<file path="config.mk">
export PLATFORM = sky130hd
export DESIGN_NAME = fp_sign_pipe
export DESIGN_NICKNAME = d
export VERILOG_FILES = /design/src/rtl/fp_sign_pipe.sv
export SDC_FILE = /design/constraint.sdc
export NUM_CORES = 1
export LEC_CHECK = 0
export CAP_MARGIN = 15
export CORE_ASPECT_RATIO = 0.8
export CORE_UTILIZATION = 40
export CTS_BUF_LIST = sky130_fd_sc_hd__clkbuf_4
export DETAILED_ROUTE_END_ITERATION = 7
export GPL_TIMING_DRIVEN = 1
export PLACE_DENSITY_LB_ADDON = 0.2
export SLEW_MARGIN = 25
export SYNTH_ARGS = -nofsm -noshare
export SYNTH_HDL_FRONTEND = slang
export SYNTH_SLANG_ARGS = --single-unit
</file>
<file path="constraint.sdc">
create_clock -name clk -period 3.13 [get_ports clk]
set_input_delay 0.313 -clock clk [delete_from_list [all_inputs] [get_ports clk]]
set_output_delay 0.313 -clock clk [all_outputs]
set_load 0.05 [all_outputs]
</file>
<file path="src/rtl/fp_sign_pipe.sv">
// Sign manipulation (abs / negate / pass / negative-abs) on LANES IEEE-754 words, with per-lane class flags and a NaN counter.
// Latency: LATENCY cycles from input transfer to output valid, one beat per cycle when the output is ready.
// Backpressure: every stage has its own valid bit; bubbles collapse; s_axis_a_tready is combinational from m_axis_result_tready.
module fp_sign_pipe #(
  parameter int DATA_W    = 32,
  parameter int LANES     = 1,
  parameter int LATENCY   = 2,
  parameter int QUIET_NAN = 1
) (
  input  logic                      clk,
  input  logic                      rst,
  input  logic                      s_axis_a_tvalid,
  output logic                      s_axis_a_tready,
  input  logic [LANES*DATA_W-1:0]   s_axis_a_tdata,
  input  logic [1:0]                s_axis_a_tuser,
  input  logic                      s_axis_a_tlast,
  output logic                      m_axis_result_tvalid,
  input  logic                      m_axis_result_tready,
  output logic [LANES*DATA_W-1:0]   m_axis_result_tdata,
  output logic [3*LANES-1:0]        m_axis_result_tuser,
  output logic                      m_axis_result_tlast,
  output logic [31:0]               nan_count,
  input  logic                      nan_count_clr
);

  localparam int EXP_W  = (DATA_W == 64) ? 11 : 8;
  localparam int MAN_W  = DATA_W - 1 - EXP_W;
  localparam int BEAT_W = LANES * DATA_W;
  localparam int FLG_W  = 3 * LANES;
  localparam logic [DATA_W-1:0] QNAN = {1'b0, {EXP_W{1'b1}}, 1'b1, {(MAN_W-1){1'b0}}};

  logic [BEAT_W-1:0] res_dat;
  logic [FLG_W-1:0]  res_flg;
  logic [LANES-1:0]  lane_nan;
  logic [3:0]        nan_beat;
  logic [32:0]       nan_sum;
  logic              in_xfer;

  // Per-lane datapath: classification is taken from the untouched input word.
  for (genvar i = 0; i < LANES; i++) begin : g_lane
    logic [DATA_W-1:0] word;
    logic [EXP_W-1:0]  exp_f;
    logic [MAN_W-1:0]  man_f;
    logic              is_nan;
    logic              is_inf;
    logic              is_zero;
    logic              sign_o;

    assign word    = s_axis_a_tdata[i*DATA_W +: DATA_W];
    assign exp_f   = word[DATA_W-2 -: EXP_W];
    assign man_f   = word[MAN_W-1:0];
    assign is_nan  = (&exp_f) & (|man_f);
    assign is_inf  = (&exp_f) & ~(|man_f);
    assign is_zero = ~(|exp_f) & ~(|man_f);

    // New sign bit according to the beat's op mode.
    always_comb begin
      sign_o = word[DATA_W-1];
      case (s_axis_a_tuser)
        2'b00:   sign_o = 1'b0;
        2'b01:   sign_o = ~word[DATA_W-1];
        2'b10:   sign_o = word[DATA_W-1];
        default: sign_o = 1'b1;
      endcase
    end

    assign res_dat[i*DATA_W +: DATA_W] = ((QUIET_NAN != 0) && is_nan) ? QNAN : {sign_o, exp_f, man_f};
    assign res_flg[3*i +: 3]           = {is_inf, is_zero, is_nan};
    assign lane_nan[i]                 = is_nan;
  end

  // Number of NaN lanes in the current input beat.
  always_comb begin
    nan_beat = '0;
    for (int i = 0; i < LANES; i++) begin
      nan_beat = nan_beat + 4'(lane_nan[i]);
    end
  end

  assign nan_sum = {1'b0, nan_count} + {29'd0, nan_beat};

  // Index 0 is the pipeline input, index k+1 is the output of stage k.
  logic [LATENCY:0]             p_vld;
  logic [LATENCY:0]             p_last;
  logic [LATENCY:0][BEAT_W-1:0] p_dat;
  logic [LATENCY:0][FLG_W-1:0]  p_flg;
  logic [LATENCY-1:0]           stg_ld;

  assign p_vld[0]  = s_axis_a_tvalid;
  assign p_last[0] = s_axis_a_tlast;
  assign p_dat[0]  = res_dat;
  assign p_flg[0]  = res_flg;

  for (genvar k = 0; k < LATENCY; k++) begin : g_stg
    logic              vld;
    logic              last;
    logic [BEAT_W-1:0] dat;
    logic [FLG_W-1:0]  flg;

    // A stage may load when it or any later stage is empty, or the output is draining.
    assign stg_ld[k] = m_axis_result_tready | ~(&p_vld[LATENCY:k+1]);

    // Stage register: advance on load, clear everything on reset.
    always_ff @(posedge clk) begin
      if (rst) begin
        vld  <= 1'b0;
        last <= 1'b0;
        dat  <= '0;
        flg  <= '0;
      end else if (stg_ld[k]) begin
        vld  <= p_vld[k];
        last <= p_last[k];
        dat  <= p_dat[k];
        flg  <= p_flg[k];
      end
    end

    assign p_vld[k+1]  = vld;
    assign p_last[k+1] = last;
    assign p_dat[k+1]  = dat;
    assign p_flg[k+1]  = flg;
  end

  assign s_axis_a_tready      = stg_ld[0] & ~rst;
  assign in_xfer              = s_axis_a_tvalid & s_axis_a_tready;
  assign m_axis_result_tvalid = p_vld[LATENCY];
  assign m_axis_result_tlast  = p_last[LATENCY];
  assign m_axis_result_tdata  = p_dat[LATENCY];
  assign m_axis_result_tuser  = p_flg[LATENCY];

  // Saturating NaN counter; a clear coincident with a transfer keeps that beat's NaNs.
  always_ff @(posedge clk) begin
    if (rst) begin
      nan_count <= '0;
    end else if (nan_count_clr) begin
      nan_count <= in_xfer ? {28'd0, nan_beat} : 32'd0;
    end else if (in_xfer) begin
      nan_count <= nan_sum[32] ? 32'hFFFF_FFFF : nan_sum[31:0];
    end
  end

endmodule
</file>
==> results.sh, run 1 <==
export IMPL_placed_cell_area_um2=5580
export IMPL_slowest_stage="or4_4"
export IMPL_drv_cap=0
export IMPL_grt_max_degree=51
export IMPL_layout_cells_most_common="clkdlybuf4s50_1"
export IMPL_tightest_slew_ns=0.920
export IMPL_finalWeightedCongestion=0.851
export IMPL_power_share_switching_pct=28.0
export IMPL_p_sw_mw=0.656
export IMPL_wirelength_um=11500
export IMPL_insertedDiodeCount=0
export IMPL_nFillCells=989
export IMPL_comb_power_share_pct=12.5
export IMPL_numPortBuffers=109
export IMPL_netlist_area_um2=4230
export IMPL_slowest_delay_ns=0.59
export IMPL_netlist_instances=499
export IMPL_coreArea_um2=10300
export IMPL_multi_input_area_um2=1980
export IMPL_vias_per_cell=5.37
export IMPL_cts_setup_buffers=0
export IMPL_cts_max_level=3
export IMPL_postLayoutCellArea_um2=5700
export IMPL_status="finished, final reports clean"
export IMPL_skew_ns=0.0229
export IMPL_syn_to_final_growth_pct=34.7
export IMPL_die_h_um=94.0
export IMPL_placedCellCount=745
export IMPL_cp_max_fo=10
export IMPL_p_int_mw=1.69
export IMPL_die_width_um=117
export IMPL_crit_type="input pin to flop"
export IMPL_grt_ovfl_total=0
export IMPL_antenna_found_initial=0
export IMPL_finalSetupViolCount=0
export IMPL_die_area_um2=11000
export IMPL_grt_pass1_wl_um=18200
export IMPL_crit_path_end_kind="flop"
export IMPL_clk_pin_slew_ns=0.17
export IMPL_insertion_delay_ns=0.46
export IMPL_post_synth_cell_area_avg_um2=8.48
export IMPL_syn_nets=541
export IMPL_hold_class="input pin to flop"
export IMPL_drive_gt1_share_pct=8.70
export IMPL_synthArstFlopShare_pct=0
export IMPL_drc=0
export IMPL_rows=33
export IMPL_start_util_pct=41.2
export IMPL_ant_nets=0
export IMPL_ys_flop_type="dfxtp_1"
export IMPL_slew_violations=0
export IMPL_cp_arrival_ns=3.19
export IMPL_clockPowerShare_pct=26.9
export IMPL_leakage_nw=2.00
export IMPL_cts_root_buffer="clkbuf_4"
export IMPL_seq_area_um2=2120
export IMPL_seqPwrFrac_pct=60.6
export IMPL_clock_fmax_mhz=356
export IMPL_fin_nets=658
export IMPL_synth_warnings=0
export IMPL_tritoncts="built"
export IMPL_hpwl_um=8150
export IMPL_yosysSeqAreaShare_pct=50.1
export IMPL_yosys_cell_types_count=48
export IMPL_fin_crit_sh_pct=89.7
export IMPL_path_cells="clkdlybuf4s50_1 -> nand4_1 -> or2_2 -> o21ba_2 -> ha_1 -> nand3_2 -> or4_4 -> nor4b_4 -> buf_4 -> nor3b_1 -> a211oi_1"
export IMPL_wl_per_cell_um=15.1
export IMPL_relSlewSlack_pct=38.4
export IMPL_cp_required_ns=3.51
export IMPL_startpoint_type="input pin"
export IMPL_route_vias_total=4084
export IMPL_drtPass1Iterations=5
export IMPL_drt_initial_drc_count=305
export IMPL_pin_count=110
export IMPL_cts_sinks=106
export IMPL_power_per_cell_area_nw_per_um2=412
export IMPL_cts_buffer_depth=2
export IMPL_max_vdd_ir_drop_mv=0.261
export IMPL_synth_edf_count=0
export IMPL_rsz0062_at_grt="false"
export IMPL_final_cell_mix="108 x clkdlybuf4s50_1, 106 x nand2_1, 106 x dfxtp_1"
export IMPL_grtUsageTotal_pct=21.4
export IMPL_first_global_vias=3695
export IMPL_post_cts_resize_count=0
export IMPL_ctsHoldBuffers=0
export IMPL_fin_crit_ns=2.81
export IMPL_hold_violations=0
export IMPL_synth_seq_cells=106
export IMPL_final_cells=761
export IMPL_numCtsBuffers=9
-- layer usage --
layer / track usage [%] / part of all wire [%] / vias up
met4: 4.85 / 0.83 / 0
met1: 31.0 / 49 / 1929
met2: 32.1 / 44 / 124
met5: 0 / 0 / -
li1: - / - / 2022
met3: 4.97 / 6.3 / 9
-- Yosys cell counts (all sizes together) (7+ instances only) --
cell type  instances  share of area, %
clkbuf            24               2.1
nor2              26               2.3
nand3             16               2.0
nand4              8               1.2
a21oi             57               6.7
a211oi             7               1.2
dfxtp            106                50
o21ai             10               1.2
a22o              23               4.8
nor4              17               2.5
a31oi              8               1.2
nor3              24               3.0
nand2            106               9.4
-- final cells by class --
class,instances,area share [%]
clock inverter,7,0.944
timing repair buffer,135,22.5
sequential,106,37.2
multi-input combinational,358,34.7
tap,140,3.07
inverter,6,0.395
clock buffer,9,1.19
-- cells by family (layout without fill, tap and decap cells) --
logic type / after synthesis / after routing / synth area share [%]
adder cells (fa/ha/maj): 2 / 2 / 0.591
multiplexers: 1 / 1 / 0.266
buffers and inverters: 35 / 157 / 3.34
AO/OA/AOI/OAI: 123 / 123 / 18.8
AND/OR/NAND/NOR: 232 / 232 / 26.9
flip-flops: 106 / 106 / 50.1
-- metrics by stage --
step | hold slack [ns] | TNS, ns | setup slack, ns | utilization, % | power (mW)
5_1_grt | 0.0729 | 0 | 0.251 | 55.4 | 2.46
6_report | 0.113 | 0 | 0.321 | 55.4 | 2.35
2_1_floorplan | 0.432 | 0 | 0.366 | - | 1.61
3_3_place_gp | 0.437 | -0.251 | -0.0843 | 54.2 | 1.74
3_5_place_dp | 0.443 | -1.37 | -0.133 | 54.2 | 1.75
4_1_cts | 0.0769 | 0 | 0.358 | 55.4 | 2.38
-- worst max-delay path: cells and delay by family --
kind,cells,cell delay (ns)
AND/OR/NAND/NOR,6,1.50
AO/OA/AOI/OAI,2,0.49
adder cells (fa/ha/maj),1,0.18
buffers and inverters,2,0.71
-- worst paths after layout --
kind,slack (ns),start,end,cells past startpoint
worst max-delay path,0.32,s_axis_a_tdata[24],nan_count[12],11
worst min-delay path,0.11,rst,m_axis_result_tdata[29],2
worst max register to register,0.81,nan_count[21],nan_count[16],5
worst min register to register,0.46,m_axis_result_tuser[0],m_axis_result_tuser[0],2
-- registers in the layout, summed over array words and instances, names as in the netlist --
signal                cells
m_axis_result_tdata      32
g_stg.dat                32
g_stg.last                1
m_axis_result_tlast       1
m_axis_result_tvalid      1
g_stg.vld                 1
g_stg.flg                 3
nan_count                32
m_axis_result_tuser       3
-- power by group through the flow --
stage | clock, mW | combinational, mW | sequential [mW]
2_1_floorplan | 0 | 0.0897 | 1.52
3_3_place_gp | 0 | 0.292 | 1.45
3_5_place_dp | 0 | 0.295 | 1.45
4_1_cts | 0.658 | 0.296 | 1.42
5_1_grt | 0.713 | 0.314 | 1.43
6_report | 0.632 | 0.295 | 1.42
No activity file was read; power rests on OpenSTA's default activity.
==> run 2: changes to the inputs <==
- CELL_PAD_IN_SITES_DETAIL_PLACEMENT: default -> 2
- CELL_PAD_IN_SITES_GLOBAL_PLACEMENT: default -> 2
- CORE_UTILIZATION: 40 -> 26
- CTS_BUF_LIST: sky130_fd_sc_hd__clkbuf_4 -> sky130_fd_sc_hd__clkbuf_4 sky130_fd_sc_hd__clkbuf_8
- clock period: 3.13 -> 2.5 ns (I/O delays scaled with it)
==> run 2 against run 1 <==
- global-route usage decreased by 1.6 points
- hold slack improved by 0.035 ns
- design area grew 11%
- wire length is 41% higher
- highest routed layer unchanged
==> results.sh, run 2 (same netlist as run 1, synthesis figures left out) <==
export IMPL_die_h_um=116
export IMPL_rows=41
export IMPL_crit_path_end_kind="flop"
export IMPL_drtPass1Iterations=4
export IMPL_wirelength_um=16200
export IMPL_tightest_slew_ns=0.632
export IMPL_startpoint_type="input pin"
export IMPL_hold_violations=0
export IMPL_drive_gt1_share_pct=17.1
export IMPL_tritoncts="built"
export IMPL_status="finished, final reports clean"
export IMPL_finalSetupViolCount=0
export IMPL_clk_pin_slew_ns=0.11
export IMPL_cts_buffer_depth=2
export IMPL_insertion_delay_ns=0.39
export IMPL_hold_slack_ns=0.149
export IMPL_cts_sinks=106
export IMPL_coreArea_um2=15900
export IMPL_cp_required_ns=2.82
export IMPL_route_vias_total=4392
export IMPL_min_path_cells=2
export IMPL_numCtsBuffers=9
export IMPL_cp_max_fo=5
export IMPL_power_per_cell_area_nw_per_um2=524
export IMPL_crit_type="input pin to flop"
export IMPL_insertedDiodeCount=0
export IMPL_numPortBuffers=109
export IMPL_grt_max_degree=55
export IMPL_cts_max_level=3
export IMPL_first_global_vias=4770
export IMPL_die_width_um=145
export IMPL_wl_per_cell_um=18.3
export IMPL_antenna_found_initial=0
export IMPL_hpwl_um=11400
export IMPL_fin_crit_ns=2.35
export IMPL_finalWeightedCongestion=0.791
export IMPL_grt_ovfl_total=0
export IMPL_skew_ns=0.0117
export IMPL_syn_to_final_growth_pct=49.1
export IMPL_ant_nets=0
export IMPL_drc=0
export IMPL_grtUsageTotal_pct=19.9
export IMPL_fin_crit_sh_pct=94.2
export IMPL_grt_pass1_wl_um=25400
export IMPL_final_cell_mix="106 x nand2_1, 106 x dfxtp_1, 76 x clkdlybuf4s50_1"
export IMPL_final_core_util_pct=39.8
export IMPL_drt_initial_drc_count=194
export IMPL_fin_setup_tns_ns=0
export IMPL_cts_root_buffer="clkbuf_8"
export IMPL_clock_fmax_mhz=425
export IMPL_r2r_cells=6
export IMPL_nFillCells=1730
export IMPL_max_vdd_ir_drop_mv=0.274
export IMPL_hold_class="input pin to flop"
export IMPL_pin_count=110
export IMPL_slew_violations=0
export IMPL_start_util_pct=26.7
export IMPL_die_area_um2=16800
export IMPL_relSlewSlack_pct=57.8
export IMPL_leakage_nw=2.49
export IMPL_vias_per_cell=4.98
export IMPL_fin_nets=704
export IMPL_drv_cap=0
export IMPL_cp_arrival_ns=2.68
==> run 2: changes by cell type in the layout (fill, tap and decap cells not counted), sizes merged <==
cell and delta:
buf +47, clkdlybuf4s50 -32, dlymetal6s2s +23, clkbuf +8
clkinvlp -2, bufinv +1, inv +1
==> run 2: worst paths after layout <==
path | from | endpoint | slack (ns)
max | s_axis_a_tdata[29] | nan_count[25] | 0.15
min | s_axis_a_tdata[8] | g_stg[0].dat[8] | 0.15
max reg2reg | nan_count[9] | nan_count[25] | 0.15
min reg2reg | m_axis_result_tlast | m_axis_result_tlast | 0.46
==> run 2: what timing repair did <==
| action | 4_1_cts | 5_1_grt |
|---|---|---|
| endpoints found under the setup margin | 27 | 24 |
| resized for setup | 10 | 42 |
| cloned | 0 | 1 |
| hold buffers | 0 | 0 |
| setup buffers | 1 | 4 |
| pin swaps | 3 | 9 |
==> run 2: power by group <==
part	leakage [nW]	internal, mW	switching (mW)
clock	0.100	0.471	0.649
sequential	0.868	1.75	0.0346
combinational	1.52	0.169	0.234
==> run 2: stage by stage <==
step / power, mW / setup slack, ns / area (µm²) / instances
final: 3.30 / 0.146 / 6310 / 882
after floorplan: 2.01 / -0.00585 / 4270 / 499
after global routing: 3.44 / -0.00250 / 6310 / 882
after CTS: 3.36 / 0.00218 / 6230 / 877
after detailed placement: 2.23 / -0.585 / 6030 / 860
after global placement: 2.22 / -0.539 / 6030 / 860
==> run 2: worst max-delay path: stages <==
cell	delay [ns]
clkbuf_2	0.11
nand4_1	0.10
or2_4	0.28
o21ba_4	0.24
ha_4	0.14
nand3_4	0.08
or4_4	0.56
nor4b_4	0.36
buf_4	0.22
and4b_1	0.20
nor3_1	0.15
==> run 2: cell type report <==
class / instances / area [µm²] / share of cell area, %
flip-flops and latches: 106 / 2120 / 33.6
clock buffers: 9 / 124 / 1.96
clock inverters: 7 / 73.8 / 1.17
well taps: 215 / 269 / 4.26
inverters: 6 / 22.5 / 0.357
multi-input cells: 358 / 2030 / 32.1
repair buffers: 181 / 1670 / 26.5
==> run 2: routing by layer <==
metal | global-route usage (%) | part of all wire [%] | vias to the layer above
li1 | - | - | 2111
met1 | 25.1 | 47 | 2175
met2 | 34.2 | 48 | 93
met3 | 4.96 | 4.5 | 13
met4 | 4.35 | 1.0 | 0
met5 | 0 | 0 | -
